$ cat config.mk
export PLATFORM = sky130hd
export DESIGN_NAME = fetch_stage_flat
export DESIGN_NICKNAME = d
export VERILOG_FILES = /design/src/rtl/core_pkg.sv /design/src/rtl/fetch_stage_if.sv /design/src/rtl/fetch_fifo.sv /design/src/rtl/fetch_stage.sv /design/src/flat_wrapper.sv
export SDC_FILE = /design/constraint.sdc
export NUM_CORES = 1
export LEC_CHECK = 0
export CORE_ASPECT_RATIO = 1.1
export CORE_MARGIN = 3
export CORE_UTILIZATION = 50
export DETAILED_ROUTE_END_ITERATION = 10
export GPL_ROUTABILITY_DRIVEN = 0
export HOLD_SLACK_MARGIN = 0.12
export PLACE_DENSITY = 0.9
export SLEW_MARGIN = 40
export SYNTH_ARGS = -nofsm -noshare
export SYNTH_HDL_FRONTEND = slang
export SYNTH_HIERARCHICAL = 1
export SYNTH_SLANG_ARGS = --single-unit
$ cat constraint.sdc
create_clock -name clk -period 12.7 [get_ports clk]
set_input_delay 2.54 -clock clk [delete_from_list [all_inputs] [get_ports clk]]
set_output_delay 2.54 -clock clk [all_outputs]
set_load 0.01 [all_outputs]
$ cat src/rtl/core_pkg.sv
// ---------------------------------------------------------------------------
// core_pkg
// Types and constants shared by the RV32I front end.
//   fetch_entry_t    : one fetch-queue slot {pc, instr}
//   INSTR_BYTES      : PC increment for one sequential instruction
//   DEFAULT_RESET_PC : default reset vector
// ---------------------------------------------------------------------------
package core_pkg;

    localparam logic [31:0] INSTR_BYTES      = 32'd4;
    localparam logic [31:0] DEFAULT_RESET_PC = 32'h0000_0000;

    typedef struct packed {
        logic [31:0] pc;
        logic [31:0] instr;
    } fetch_entry_t;

endpackage

$ cat src/rtl/fetch_stage_if.sv
// ---------------------------------------------------------------------------
// fetch_stage_if
// Fetch -> decode handshake.
//   id_valid : head entry is valid          (fetch -> decode)
//   id_ready : decode accepts the head      (decode -> fetch)
//   id_instr : head instruction word        (fetch -> decode)
//   id_pc    : PC of the head instruction   (fetch -> decode)
// Modports: master = fetch side, slave = decode side.
// ---------------------------------------------------------------------------
interface fetch_stage_if;
    logic        id_valid;
    logic        id_ready;
    logic [31:0] id_instr;
    logic [31:0] id_pc;

    modport master (output id_valid, output id_instr, output id_pc, input id_ready);
    modport slave  (input id_valid, input id_instr, input id_pc, output id_ready);
endinterface

$ cat src/rtl/fetch_fifo.sv
// ---------------------------------------------------------------------------
// fetch_fifo
// Small circular queue of fetch_entry_t. DEPTH need not be a power of two;
// pointers wrap explicitly after DEPTH-1.
//   clk, reset : clock, async active-high reset (clears contents too)
//   push       : write push_data at the tail
//   pop        : drop the head entry (caller guarantees non-empty)
//   flush      : empty the queue; overrides push and pop
//   head       : registered head entry (stale data when empty)
//   count      : occupancy 0..DEPTH
// ---------------------------------------------------------------------------
module fetch_fifo
    import core_pkg::*;
#(
    parameter  int DEPTH = 2,
    localparam int CW    = $clog2(DEPTH + 1)
) (
    input  logic          clk,
    input  logic          reset,
    input  logic          push,
    input  fetch_entry_t  push_data,
    input  logic          pop,
    input  logic          flush,
    output fetch_entry_t  head,
    output logic [CW-1:0] count
);

    localparam int            PW   = (DEPTH > 1) ? $clog2(DEPTH) : 1;
    localparam logic [PW-1:0] LAST = PW'(DEPTH - 1);

    fetch_entry_t  mem [DEPTH];
    logic [PW-1:0] rd_ptr;
    logic [PW-1:0] wr_ptr;

    function automatic logic [PW-1:0] ptr_next(input logic [PW-1:0] p);
        return (p == LAST) ? '0 : p + 1'b1;
    endfunction

    always_ff @(posedge clk or posedge reset) begin
        if (reset) begin
            rd_ptr <= '0;
            wr_ptr <= '0;
            count  <= '0;
            for (int i = 0; i < DEPTH; i++) mem[i] <= '0;
        end else if (flush) begin
            // Contents are left in place; only occupancy and pointers reset.
            rd_ptr <= '0;
            wr_ptr <= '0;
            count  <= '0;
        end else begin
            if (push) begin
                mem[wr_ptr] <= push_data;
                wr_ptr      <= ptr_next(wr_ptr);
            end
            if (pop) rd_ptr <= ptr_next(rd_ptr);
            case ({push, pop})
                2'b10:   count <= count + 1'b1;
                2'b01:   count <= count - 1'b1;
                default: count <= count;
            endcase
        end
    end

    assign head = mem[rd_ptr];

endmodule

$ cat src/rtl/fetch_stage.sv
// ---------------------------------------------------------------------------
// fetch_stage
// RV32I instruction-fetch stage: owns the PC, drives the instruction-memory
// address, queues {pc, instr} pairs and hands them to decode.
//   clk, reset     : clock, async active-high reset
//   iaddr          : instruction-memory address (= current pc)
//   idata          : instruction word, combinational response to iaddr
//   redirect_valid : flush queue and restart fetch at redirect_pc
//   redirect_pc    : redirect target
//   id             : fetch_stage_if.master handshake to decode
//   fq_count       : fetch-queue occupancy
//   fetch_misalign : sticky misaligned-redirect flag (only with the
//                    FETCH_STAGE_MISALIGN_CHECK_EN macro defined)
// Without FETCH_STAGE_MISALIGN_CHECK_EN the low two bits of a redirect
// target are dropped when loaded into pc.
// ---------------------------------------------------------------------------
module fetch_stage
    import core_pkg::*;
#(
    parameter  logic [31:0] RESET_PC = DEFAULT_RESET_PC,
    parameter  int          FQ_DEPTH = 2,
    localparam int          CW       = $clog2(FQ_DEPTH + 1)
) (
    input  logic          clk,
    input  logic          reset,
    output logic [31:0]   iaddr,
    input  logic [31:0]   idata,
    input  logic          redirect_valid,
    input  logic [31:0]   redirect_pc,
    fetch_stage_if.master id,
`ifdef FETCH_STAGE_MISALIGN_CHECK_EN
    output logic          fetch_misalign,
`endif
    output logic [CW-1:0] fq_count
);

    logic [31:0]  pc;
    logic [31:0]  redirect_tgt;
    logic         fetch_blocked;
    logic         push;
    logic         pop;
    logic         full;
    fetch_entry_t head;

`ifdef FETCH_STAGE_MISALIGN_CHECK_EN
    logic misalign_q;

    // Sticky until reset or a redirect to an aligned target.
    always_ff @(posedge clk or posedge reset) begin
        if (reset)               misalign_q <= 1'b0;
        else if (redirect_valid) misalign_q <= |redirect_pc[1:0];
    end

    assign fetch_misalign = misalign_q;
    assign redirect_tgt   = redirect_pc;
    assign fetch_blocked  = misalign_q;
`else
    assign redirect_tgt   = redirect_pc & 32'hFFFF_FFFC;
    assign fetch_blocked  = 1'b0;
`endif

    assign iaddr       = pc;
    assign id.id_valid = (fq_count != '0);
    assign id.id_instr = head.instr;
    assign id.id_pc    = head.pc;

    assign pop  = id.id_valid && id.id_ready;
    assign full = (fq_count == CW'(FQ_DEPTH));
    // A full queue still accepts a fetch when decode drains the head.
    assign push = !redirect_valid && !fetch_blocked && (!full || pop);

    always_ff @(posedge clk or posedge reset) begin
        if (reset)               pc <= RESET_PC;
        else if (redirect_valid) pc <= redirect_tgt;
        else if (push)           pc <= pc + INSTR_BYTES;   // wraps mod 2^32
    end

    fetch_fifo #(.DEPTH(FQ_DEPTH)) u_fifo (
        .clk       (clk),
        .reset     (reset),
        .push      (push),
        .push_data ('{pc: pc, instr: idata}),
        .pop       (pop),
        .flush     (redirect_valid),
        .head      (head),
        .count     (fq_count)
    );

endmodule

$ cat src/flat_wrapper.sv
// flat-port wrapper written by rule: the top's interface ports become plain ports
module fetch_stage_flat import core_pkg::*;
#(
    parameter  logic [31:0] RESET_PC = DEFAULT_RESET_PC,
    parameter  int          FQ_DEPTH = 2,
    localparam int          CW       = $clog2(FQ_DEPTH + 1)
)
  (clk, reset, iaddr, idata, redirect_valid, redirect_pc, fq_count, id_id_valid, id_id_instr, id_id_pc, id_id_ready);
  fetch_stage_if id_i ();
  input  logic clk;
  input  logic reset;
  output logic [31:0] iaddr;
  input  logic [31:0] idata;
  input  logic redirect_valid;
  input  logic [31:0] redirect_pc;
  output logic [CW-1:0] fq_count;
  output wire logic [$bits(id_i.id_valid)-1:0] id_id_valid;
  output wire logic [$bits(id_i.id_instr)-1:0] id_id_instr;
  output wire logic [$bits(id_i.id_pc)-1:0] id_id_pc;
  input wire logic [$bits(id_i.id_ready)-1:0] id_id_ready;
  assign id_id_valid = id_i.id_valid;
  assign id_id_instr = id_i.id_instr;
  assign id_id_pc = id_i.id_pc;
  assign id_i.id_ready = id_id_ready;
  fetch_stage #(.RESET_PC(RESET_PC), .FQ_DEPTH(FQ_DEPTH)) u_core (.clk(clk), .reset(reset), .iaddr(iaddr), .idata(idata), .redirect_valid(redirect_valid), .redirect_pc(redirect_pc), .id(id_i), .fq_count(fq_count));
endmodule
==> results of run 1 <==
## kinds of logic (layout without fill, tap and decap cells)
| kind of cell | after synthesis | count (layout) | synth area share |
|---|---|---|---|
| other | 1 | 6 | 0.000473 |
| AND/OR/NAND/NOR | 118 | 118 | 0.0866 |
| multiplexers | 194 | 194 | 0.304 |
| flip-flops | 162 | 162 | 0.511 |
| AO/OA/AOI/OAI | 45 | 45 | 0.0366 |
| adder cells (fa/ha/maj) | 1 | 1 | 0.00158 |
| buffers and inverters | 41 | 205 | 0.0442 |
| XOR/XNOR | 14 | 14 | 0.0155 |
## state kept, by name, indices dropped and copies added, names as in the netlist
register	flops
u_core/u_fifo/count	2
u_core/iaddr	30
u_core/u_fifo/rd_ptr	1
u_core/u_fifo/mem	128
u_core/u_fifo/wr_ptr	1
## routing by layer
metal,track usage,up-vias,share of wire
met5,0,-,0
met4,0.0695,0,0.020
met3,0.0548,43,0.062
met2,0.370,253,0.50
met1,0.285,2736,0.42
li1,-,2412,-
## report_power, final
group / switching, µW / internal [µW] / total [µW]
Clock: 215 / 352 / 566
Sequential: 108 / 675 / 783
Combinational: 221 / 408 / 629
## cell type report
class,count,area share
clock buffer,17,0.0416
clock inverter,15,0.0225
inverter,3,0.00233
multi-input combinational,378,0.348
sequential,162,0.397
tap,196,0.0240
timing repair buffer,170,0.165
## metrics by stage
step / area [µm²] / utilization / total power (µW) / setup WS, ns
3_5_place_dp: 9550 / 0.624 / 1420 / 7.02
3_3_place_gp: 9530 / 0.623 / 1380 / 6.90
4_1_cts: 10200 / 0.667 / 2000 / 7.35
2_1_floorplan: 7950 / - / 1140 / 6.63
5_1_grt: 10200 / 0.668 / 2080 / 7.24
6_report: 10200 / 0.668 / 1980 / 7.40
## worst paths after layout
check,from,endpoint,slack [ns],cells past startpoint
setup / recovery,u_core/u_fifo/rd_ptr,id_id_pc[15],7.40,3
hold / removal,u_core/u_fifo/mem[10],u_core/u_fifo/mem[10],0.50,1
setup reg to reg,u_core/u_fifo/count[1],u_core/u_fifo/mem[125],9.74,5
min in group asynchronous,reset,u_core/u_fifo/mem[34],2.68,2
hold reg to reg,u_core/u_fifo/mem[10],u_core/u_fifo/mem[10],0.50,1
max in group asynchronous,reset,u_core/u_fifo/rd_ptr,9.39,2
## cell usage after synthesis (all sizes together), types with 2 or more instances
master / number / area, µm²
nand4: 10 / 92.6
o211ai: 4 / 30.0
xnor2: 6 / 52.6
and3: 5 / 31.3
nor2: 17 / 63.8
nor4: 3 / 18.8
or4: 14 / 105
and4: 4 / 37.5
nand2: 28 / 105
or2: 2 / 12.5
xor2: 8 / 70.1
a31oi: 11 / 68.8
buf: 30 / 309
nor3: 2 / 10.0
clkbuf: 8 / 30.0
nor3b: 4 / 35.0
and2: 2 / 12.5
inv: 3 / 11.3
dfrtp: 162 / 4050
nand3: 18 / 95.1
o21ai: 15 / 75.1
o31ai: 11 / 82.6
a22oi: 2 / 15.0
nor2b: 2 / 12.5
mux2: 193 / 2400
or3: 3 / 18.8
## critical path, stage by stage, from the launching register on
cell and delay, ns:
dfrtp_2 0.81, buf_4 0.58, mux2_2 0.39, clkdlybuf4s50_1 0.52
==> metrics.md, run 1 <==
| Metric | Value |
|---|---|
| Outcome | finished, final reports clean |
| Synthesis Warnings | 6 |
| Commonest non-fill, non-tap cell in the layout | clkdlybuf4s50_1 |
| Final ANT Viol Nets | 0 |
| Clk buf depth | 2 |
| Sequential Area | 4060 µm² |
| DR pass1 iterations | 5 |
| Input/output buffers | 162 |
| CTS tree | done |
| DP HPWL | 12.4 mm |
| Actual slew at the worst max-slew pin | 0.781 ns |
| DRC | 0 |
| CTS sink count | 162 |
| Initial antenna violation count | 0 |
| PostCTS Resize Cnt | 0 |
| Max-cap violations | 0 |
| CTS Buf Count | 17 |
| Max frequency | 189 MHz |
| Pwr dens | around 190 nW/µm² |
| Global-route wire length before repair | 31.4 mm |
| Post-Synthesis Cells | around 580 |
| Starting DRT DRC Count | 348 |
| Drt wl/cell | 20.0 µm |
| Setup TNS | 0 ns |
| Final worst path period need | 5.30 ns |
| Die width | 126 µm |
| Post-Syn Area per Cell | approximately 14 µm² |
| Cts hold-fix bufs | 0 |
| Crit share post-route | 0.418 |
| Rows | 47 |
| Skew-Pair Late Insertion Delay | 0.42 ns |
| Final setup vio count | 0 |
| Area grow syn2layout | 28.8% |
| Most frequent cells in the layout | 162 x clkdlybuf4s50_1, 161 x dfrtp_1, 133 x mux2_2 |
| Max VDD drop | ~94 µV |
| Clk slew on worst S/H paths | 0.07 ns |
| Root Driver | clkbuf_16 |
| Gr usage total | 0.221 |
| Min-delay worst type | reg2reg |
| Number of global-route vias before repair | around 5900 |
| Footprint of the multi-input gates | roughly 3500 µm² |
| Most used DFF post-synth | dfrtp_1 |
| Fin. max-slew vios | 0 |
| Synth cell types | 43 |
| Synthesized cell area | 7930 µm² |
| Diode count | 0 |
| CP Max Fanout | 39 |
| Slew Limit Headroom | 0.476 |
| Top-level I/O count | between 150 and 200 |
| Final hold violation count | 0 |
| Critical Path Start Type | flip-flop |
| Critical Path AT | 2.76 ns |
| Die ar. | 17400 µm² |
| Post-synthesis sequential area ratio | 0.511 |
| RSZ-0062 raised after global routing | no |
| EDFF count, synth | 0 |
| Seq cells post-synth | about 160 |
| Layout cells sized above 1 | 0.328 |
| Layout fillers | ~1100 |
| CTS H-Tree Depth | 4 |
| Setup crit end kind | output port |
| Final wirelength | about 19 mm |
| Worst hold slack | 0.500 ns |
| # placed instances | ~900 |
| Fin nets | 801 |
| Setup CP Type | reg2out |
| GR Overflow Total | 0 |
| Vias per cell | 5.79 |
| Ys async rst share | 1.00 |
| Pin count of the biggest net entering global routing | 133 |
| Post-CTS setup buffers | 0 |
| Die Y | 138 µm |
| Via count | 5444 |
| Initial core utilization | 0.519 |
| Non-filler cells, final | 941 |
| Clock Skew | 0.0103 ns |
| Lkg Pwr | 0.00423 µW |
| CORE AREA | between 15000 and 20000 µm² |
| Required @ worst endpoint | 10.16 ns |
Note: power is estimated with default switching activity, not from simulation.
==> inputs of run 2 (changes only) <==
clock period = 5 ns   (was 12.7 ns; I/O delays follow)
==> run 2 against run 1 <==
Effect of this change:
- combinational power grew to 2.6 times the previous value
- final cell count is 0.21% higher
- global-route usage hardly changed
- flip-flop and latch count stayed put
- clock skew is 0.0033 ns higher
- clock power grew to 2.6 times the previous value
- critical endpoint is now id_id_instr[15]
- largest power group unchanged
==> metrics.md, run 2 (synthesis results as in run 1) <==
| Metric | Value |
|---|---|
| Actual slew at the worst max-slew pin | 0.791 ns |
| Input/output buffers | 162 |
| Clk buf depth | 2 |
| RSZ-0062 raised after global routing | no |
| Min-delay worst type | reg2reg |
| DRC | 0 |
| CTS H-Tree Depth | 4 |
| CP Buf/Inv Count | 2 |
| Top-level I/O count | 167 |
| Most frequent cells in the layout | 162 x clkdlybuf4s50_1, 161 x dfrtp_1, 133 x mux2_2 |
| Worst path top cell family by delay | buffers and inverters |
| Initial antenna violation count | 0 |
| Final setup vio count | 0 |
| Reg-to-reg slack, setup | 2.32 ns |
| Max incr delay on CP | 0.63 ns |
| Largest Register | u_core/u_fifo/mem |
| Final hold violation count | 0 |
| Post-CTS setup buffers | 0 |
| Clk slew on worst S/H paths | 0.06 ns |
| CORE AREA | 15300 µm² |
| Pin count of the biggest net entering global routing | 110 |
| Layout cells sized above 1 | 0.329 |
| Max FFs per register | about 130 |
| CTS Buf Count | 17 |
| Critical Path AT | 2.39 ns |
| Final ANT Viol Nets | 0 |
| Max-cap violations | 0 |
| Slew Limit Headroom | 0.470 |
| Rows | 47 |
| Max frequency | ~300 MHz |
| CP Max Fanout | 25 |
| Layout fillers | 1064 |
| Drt wl/cell | between 20 and 25 µm |
| CTS sink count | 162 |
| Place WS | 1.14 ns |
| Fin nets | 803 |
| Pwr dens | 493 nW/µm² |
| DP HPWL | 12.6 mm |
| Worst setup margin | 1.61 ns |
| Final wirelength | 19.1 mm |
| Number of global-route vias before repair | 5913 |
| Diode count | 0 |
| Max VDD drop | 262 µV |
| Commonest non-fill, non-tap cell in the layout | clkdlybuf4s50_1 |
| Sequential Area | 4060 µm² |
| Root Driver | clkbuf_16 |
| Final worst path period need | 3.39 ns |
| Die ar. | 17400 µm² |
| Vias per cell | 5.75 |
| Setup crit end kind | output port |
| Die Y | 138 µm |
| Area grow syn2layout | 29.5% |
| Setup CP Type | reg2out |
| Required @ worst endpoint | about 4.0 ns |
| PostCTS Resize Cnt | 0 |
| Setup TNS | 0 ns |
| Die width | roughly 130 µm |
| # placed instances | slightly above 900 |
| Post-Layout Inst Area | 10300 µm² |
| Starting DRT DRC Count | 456 |
| GR Overflow Total | 0 |
| Via count | 5425 |
| Clock Skew | 0.0136 ns |
| Skew-Pair Late Insertion Delay | about 0.42 ns |
| Crit share post-route | 0.677 |
| Placed inst area | 9560 µm² |
| Cts hold-fix bufs | 0 |
| Critical Path Start Type | flip-flop |
| Max stage delay cell, worst path | dfrtp_2 |
| Crit-path cells | buf_4 > mux2_2 > clkdlybuf4s50_1 |
| DR pass1 iterations | 5 |
| Fin. max-slew vios | 0 |
| Global-route wire length before repair | 31.2 mm |
| Footprint of the multi-input gates | 3550 µm² |
| Initial core utilization | 0.519 |
| Outcome | finished, final reports clean |
| Non-filler cells, final | 943 |
| Lkg Pwr | 0.00426 µW |
| CTS tree | done |
| Gr usage total | 0.222 |
[run 2: path summary, 6_finish.rpt]
kind | from | cells after the start | end
max reg2reg | u_core/u_fifo/count[0] | 5 | u_core/u_fifo/mem[20]
min | u_core/u_fifo/mem[1] | 1 | u_core/u_fifo/mem[1]
min reg2reg | u_core/u_fifo/mem[1] | 1 | u_core/u_fifo/mem[1]
min in group asynchronous | reset | 2 | u_core/u_fifo/mem[34]
max in group asynchronous | reset | 4 | u_core/u_fifo/mem[109]
max | u_core/u_fifo/rd_ptr | 3 | id_id_instr[15]
[run 2: per-layer routing]
| layer | global-route usage | routed length, µm | share of wire |
|---|---|---|---|
| met1 | 0.275 | 7950 | 0.42 |
| met2 | 0.380 | 9760 | 0.51 |
| met3 | 0.0521 | 1100 | 0.058 |
| met4 | 0.0745 | 270 | 0.014 |
| met5 | 0 | 0 | 0 |
[run 2: layout make-up]
type,count,share of cell area
inverter,3,0.00183
sequential,162,0.395
tap,196,0.0239
timing repair buffer,172,0.168
clock buffer,20,0.0455
clock inverter,12,0.0196
multi-input combinational,378,0.346
[run 2: through the flow]
step / util / hold WS [ns] / power [µW]
2_1_floorplan: - / 0.474 / 2890
3_3_place_gp: 0.625 / 0.481 / 3510
3_5_place_dp: 0.625 / 0.487 / 3620
4_1_cts: 0.669 / 0.501 / 5090
5_1_grt: 0.671 / 0.520 / 5310
6_report: 0.671 / 0.501 / 5060
[run 2: worst reg2reg max path: stages, from the launching register on]
cell and delay (ns):
dfrtp_1 0.47, nor3b_1 0.57, nor2_1 0.25, nand3b_1 0.54
buf_4 0.36, mux2_2 0.38
[run 2: power breakdown]
group	internal, µW	leakage (µW)	total, µW	switching (µW)
clock network	928	0.000323	1450	524
registers	1720	0.00192	1990	275
logic	1040	0.00202	1620	573
total	3690	0.00426	5060	1370
